===== src/rtl/branch_target_unit_pkg.sv =====
// Shared definitions for the branch target unit: mode encoding and widths.
package branch_target_unit_pkg;

  localparam int unsigned DATALENGTH = 32;
  localparam int unsigned BTU_MODE_W = 2;

  // Redirect kinds produced by the decoder; 11 is reserved and falls through.
  typedef enum logic [BTU_MODE_W-1:0] {
    BTU_BR   = 2'b00,
    BTU_J    = 2'b01,
    BTU_JR   = 2'b10,
    BTU_RSVD = 2'b11
  } btu_mode_e;

endpackage


===== src/rtl/btu_stage.sv =====
// Generic valid/ready pipeline register with flush and a DATA_W-wide payload.
// Loads whenever it is empty or its own content leaves this cycle.
module btu_stage #(
  parameter int unsigned DATA_W = 32
) (
  input  logic              clk_i,
  input  logic              rst_i,
  input  logic              flush_i,
  input  logic              valid_i,
  output logic              ready_o,
  input  logic [DATA_W-1:0] data_i,
  output logic              valid_o,
  input  logic              ready_i,
  output logic [DATA_W-1:0] data_o
);

  logic              valid_q, valid_d;
  logic [DATA_W-1:0] data_q, data_d;

  // Room exists when the slot is empty or the consumer takes the current entry.
  assign ready_o = ~valid_q | ready_i;
  assign valid_o = valid_q;
  assign data_o  = data_q;

  // Next state: flush empties the slot and drops the offered entry.
  always_comb begin
    // NOTE: defaults first so every path assigns each variable; otherwise a latch is inferred.
    valid_d = valid_q;
    data_d  = data_q;
    if (flush_i) begin
      valid_d = 1'b0;
    end else if (ready_o) begin
      valid_d = valid_i;
      if (valid_i) data_d = data_i;
    end
  end

  // Slot register with synchronous reset.
  always_ff @(posedge clk_i) begin
    // NOTE: non-blocking so every register in the chain samples pre-edge values.
    if (rst_i) begin
      valid_q <= 1'b0;
      // NOTE: payload is reset too so downstream outputs read 0, never X, after reset.
      data_q  <= '0;
    end else begin
      valid_q <= valid_d;
      data_q  <= data_d;
    end
  end

endmodule


===== src/rtl/branch_target_unit.sv =====
// Pipelined branch/jump target generator for the fetch redirect path.
// Stage 1 registers the precomputed candidates; the target is selected from
// them, either registered in a second stage (PIPE_STAGES=2) or driven directly.
// Optional feature: define BTU_ADDR_EXC_EN to add out_addr_exc, flagging a
// target that is not instruction-aligned.
module branch_target_unit
  import branch_target_unit_pkg::*;
#(
  parameter int unsigned DATA_W      = DATALENGTH,
  parameter int unsigned SHIFT       = 2,
  parameter int unsigned PIPE_STAGES = 2
) (
  input  logic                  clock,
  input  logic                  reset,
  input  logic                  flush,
  input  logic                  in_valid,
  output logic                  in_ready,
  input  logic [BTU_MODE_W-1:0] in_mode,
  input  logic [DATA_W-1:0]     in_pc,
  input  logic [DATA_W-1:0]     in_imm,
  input  logic [DATA_W-7:0]     in_index,
  input  logic [DATA_W-1:0]     in_rs,
  output logic                  out_valid,
  input  logic                  out_ready,
  output logic [DATA_W-1:0]     out_target,
  output logic [DATA_W-1:0]     out_fallthrough
`ifdef BTU_ADDR_EXC_EN
  ,
  output logic                  out_addr_exc
`endif
);

  localparam int unsigned S1_W = BTU_MODE_W + 4 * DATA_W;
`ifdef BTU_ADDR_EXC_EN
  localparam int unsigned RES_W = 2 * DATA_W + 1;
`else
  localparam int unsigned RES_W = 2 * DATA_W;
`endif

  logic [DATA_W-1:0]     fall_in, off_in, region_in;
  logic [S1_W-1:0]       s1_in, s1_out;
  logic                  s1_valid, s1_ready;
  logic [BTU_MODE_W-1:0] s1_mode;
  logic [DATA_W-1:0]     s1_fall, s1_off, s1_region, s1_rs;
  logic [DATA_W-1:0]     sel_target;
  logic [RES_W-1:0]      res_d, res_out;

  // Candidates computed before stage 1; all sums wrap modulo 2^DATA_W.
  assign fall_in   = in_pc + DATA_W'(4);
  assign off_in    = in_imm << SHIFT;
  assign region_in = {fall_in[DATA_W-1:DATA_W-4], in_index, {SHIFT{1'b0}}};
  assign s1_in     = {in_mode, fall_in, off_in, region_in, in_rs};

  btu_stage #(.DATA_W(S1_W)) u_stage1 (
    .clk_i   (clock),
    .rst_i   (reset),
    .flush_i (flush),
    .valid_i (in_valid),
    .ready_o (in_ready),
    .data_i  (s1_in),
    .valid_o (s1_valid),
    .ready_i (s1_ready),
    .data_o  (s1_out)
  );

  assign {s1_mode, s1_fall, s1_off, s1_region, s1_rs} = s1_out;

  // Target select from the stage-1 candidates; reserved mode falls through.
  always_comb begin
    sel_target = s1_fall;
    case (btu_mode_e'(s1_mode))
      BTU_BR:  sel_target = s1_fall + s1_off;
      BTU_J:   sel_target = s1_region;
      BTU_JR:  sel_target = s1_rs;
      default: sel_target = s1_fall;
    endcase
  end

`ifdef BTU_ADDR_EXC_EN
  assign res_d = {sel_target, s1_fall, |sel_target[SHIFT-1:0]};
  assign {out_target, out_fallthrough, out_addr_exc} = res_out;
`else
  assign res_d = {sel_target, s1_fall};
  assign {out_target, out_fallthrough} = res_out;
`endif

  if (PIPE_STAGES == 2) begin : g_two
    logic [RES_W-1:0] res_q;

    btu_stage #(.DATA_W(RES_W)) u_stage2 (
      .clk_i   (clock),
      .rst_i   (reset),
      .flush_i (flush),
      .valid_i (s1_valid),
      .ready_o (s1_ready),
      .data_i  (res_d),
      .valid_o (out_valid),
      .ready_i (out_ready),
      .data_o  (res_q)
    );

    assign res_out = res_q;
  end else begin : g_one
    assign s1_ready  = out_ready;
    assign out_valid = s1_valid;
    assign res_out   = res_d;
  end

endmodule


===== config.mk =====
export PLATFORM = sky130hd
export DESIGN_NAME = branch_target_unit
export DESIGN_NICKNAME = d
export VERILOG_FILES = /design/src/rtl/branch_target_unit_pkg.sv /design/src/rtl/btu_stage.sv /design/src/rtl/branch_target_unit.sv
export SDC_FILE = /design/constraint.sdc
export NUM_CORES = 1
export LEC_CHECK = 0
export BUFFER_PORTS_ARGS = -buffer_cell sky130_fd_sc_hd__buf_2
export CAP_MARGIN = 15
export CORE_ASPECT_RATIO = 1.5
export CORE_MARGIN = 1.5
export CORE_UTILIZATION = 50
export DETAILED_ROUTE_END_ITERATION = 8
export HOLD_SLACK_MARGIN = 0.02
export PLACE_DENSITY_LB_ADDON = 0.3
export SLEW_MARGIN = 40
export SYNTH_ARGS = -nofsm -noshare
export SYNTH_HDL_FRONTEND = slang
export SYNTH_SLANG_ARGS = --single-unit

===== constraint.sdc =====
create_clock -name clock -period 2.5 [get_ports clock]
set_input_delay 0.375 -clock clock [delete_from_list [all_inputs] [get_ports clock]]
set_output_delay 0.375 -clock clock [all_outputs]
set_load 0.1 [all_outputs]

==> results_dict.tcl <==
set metrics [dict create \
    antenna_found_initial 0 \
    root_buffer "clkbuf_16" \
    clk_latency_ps 440 \
    grt_pass1_wl_um 43700 \
    syn2layout_area_growth_pct 29.6 \
    placed_cell_area_um2 11000 \
    synthTopCellsByCount "nand2_1 (311), dfxtp_1 (188), a21oi_1 (182)" \
    dieArea_um2 19300 \
    synth.most_common_cell "nand2_1" \
    clock.fmax_mhz 374 \
    tightest_slew_ps 563 \
    fin_area_um2 11900 \
    cts_num_sinks 188 \
    gp_congestion 0.912 \
    synth-seq-cells 188 \
    drive_gt1_frac 0.282 \
    ys_top_cells_by_area "dfxtp_1 (41%), nand2_1 (13%), a21oi_1 (9.9%)" \
    crit_arrival_ps 3000 \
    track_usage 0.291 \
    port_buffers 192 \
    path_buf_inv 1 \
    grt_pass1_vias 8855 \
    grt_max_degree 86 \
    fillCellCount 1593 \
    postSynth.asyncResetShare 0 \
    die-width_um 114 \
    diodes 0 \
    cp_slowest_cell "mux4_2" \
    post_drt_wl_per_cell_um 17.4 \
    netlist_instances 1157 \
    slowest_delay_ps 480 \
    wirelength_um 28200 \
    first_pass_iters 5 \
    max_slew_margin 0.624 \
    yosysTopAreaCell "dfxtp_1" \
    cts_buffers 17 \
    ys_seq_area_frac 0.409 \
    ir_drop_mv 0.483 \
    path_clk_slew_ps 80 \
    final.min_clock_period_ps 2670 \
    regArea_um2 3770 \
    worst_ep_required_time_ps 2830 \
    multi_input_area_um2 5350 \
    slew_violations 0 \
    hp-class "input port to flop" \
    p_leak_uw 0.00503 \
    drc_errors 0 \
    core_um2 18000 \
    period_share 1.07 \
    start_util 0.511 \
    finClkSkew_ps 11.9 \
    ys_warn_count 0 \
    rows 60 \
    final-hold-violation-count 0 \
    place_hpwl_um 20500 \
    maxCapViolations 0 \
    syn_area_per_cell_um2 7.96 \
    violations "negative setup slack" \
    via_count 9239 \
    fp.dieH_um 169 \
    synth_edf_count 0 \
    setup_viol 15 \
    fin_setup_tns_ps -1110 \
    ant_nets 0 \
    path_cells "ha_4, buf_4, a211oi_4, o21bai_2, o211a_1, o41ai_4, o31ai_4, xor2_1, mux4_2, a22o_1" \
    cts_tree "yes" \
    synth_top_area_share 0.409 \
    vias_per_cell 5.69 \
    synth_nets 1317 \
    synthesis.area_um2 9210 \
    path_delay_family "compound AO/OA/AOI/OAI gates" \
    synthFlopType "dfxtp_1" \
    cts_max_level 4 \
    rsz0062_at_grt "yes" \
    synth_cell_types 58 \
    status "finished, violations left" \
    finish.utilization 0.663 \
    globalRoute.totalOverflow 0 \
    p_per_area_nw_per_um2 612 \
    endpoint_kind "flop" \
    cts.path.max_buffers 2 \
    worstPathMaxFanout 3 \
    initialDrtViolationCount 647 \
    io_pins 195 \
    criticalPathCategory "flop to flop" \
    fin_ws_ps -171 \
    layout.nets 1554 \
    cp-start-kind "flop" \
]
## cell type report
cell class / instances / share of cell area
Multi-Input combinational cell: 874 / 0.448
Sequential cell: 188 / 0.316
Timing Repair Buffer: 298 / 0.154
Clock buffer: 18 / 0.0368
Tap cell: 217 / 0.0227
Clock inverter: 14 / 0.0170
Inverter: 15 / 0.00472
## path summary, 6_finish.rpt
path,from,cells after the start,to,slack (ps)
max,u_stage1.data_o[66]$_SDFFE_PP0P_,10,g_two.u_stage2.data_o[55]$_SDFFE_PP0P_,-170
min,in_imm[28],3,u_stage1.data_o[94]$_SDFFE_PP0P_,160
max reg2reg,u_stage1.data_o[66]$_SDFFE_PP0P_,10,g_two.u_stage2.data_o[55]$_SDFFE_PP0P_,-170
min reg2reg,g_two.u_stage2.data_o[20]$_SDFFE_PP0P_,2,g_two.u_stage2.data_o[20]$_SDFFE_PP0P_,450
## registers in the layout, summed over array words and instances, names as in the netlist
| name | cells |
|---|---|
| u_stage1.data_o | 122 |
| g_two.u_stage2.data_o | 64 |
| g_two.u_stage2.valid_o | 1 |
| u_stage1.valid_o | 1 |
## tightest hold or removal path, delay by kind of cell
family | cells | cell delay (ps)
AOI/OAI and AO/OA | 1 | 50
buffers and inverters | 1 | 90
and+or+nand+nor | 1 | 40
## kinds of logic (layout without fill, tap and decap cells)
kind of cell,after synthesis,after routing,share of synthesized area
adder cells (fa/ha/maj),31,31,0.0429
flip-flops,188,188,0.409
AND/OR/NAND/NOR,457,457,0.207
AO/OA/AOI/OAI,313,313,0.205
XOR/XNOR,43,43,0.0409
buffers and inverters,95,345,0.0389
multiplexers,30,30,0.0560
## repair_timing
action	in CTS	in global routing
setup buffers	5	7
endpoints found under the setup margin	18	17
hold buffers	0	0
gates resized for setup	34	19
pin swaps	32	20
## cells in the final DEF (no fill, tap or decap), types with 5 or more instances in the layout
cell type  netlist  layout
a211oi_1        28      26
a21o_1          13      13
a21oi_1        182     176
a311oi_1         9       8
a31oi_1          7       7
and3_1          10      10
buf_12           0       5
buf_2            1     191
buf_4            0      97
buf_6            0       5
clkbuf_16        0      17
dfxtp_1        188     181
dfxtp_2          0       6
ha_1            30      26
inv_1           14      14
mux2i_1         11      11
mux4_2          17      17
nand2_1        311     310
nand2b_1         9       9
nand3_1         16      16
nand4_1         10      10
nor2_1          63      62
nor3_1           9       9
o21ai_0         27      20
o21ai_1          3       6
or3_1            8       8
xnor2_1         18      16
xor2_1          25      25
## power breakdown
part           leakage [uW]  switching [uW]  internal (uW)  total, uW
clock network      0.000312            1250           1730       2980
logic               0.00318             664            459       1120
registers           0.00154            89.7           3110       3200
total               0.00503            2010           5300       7300
## through the flow
step	std cells	power (uW)	setup WS (ps)	hold slack, ps
after floorplan	1157	3910	6.57	431
after global placement	1582	4320	-164	439
after detailed placement	1582	4340	-330	445
after CTS	1618	7300	-238	158
after global routing	1624	7540	-252	165
final	1624	7300	-171	163
## per-layer routing
metal  wire, um  GRT usage
met4       1320      0.163
met2      14800      0.534
met1      11100      0.322
met5          0          0
met3       1020     0.0364
(Power assumes the default switching activity.)
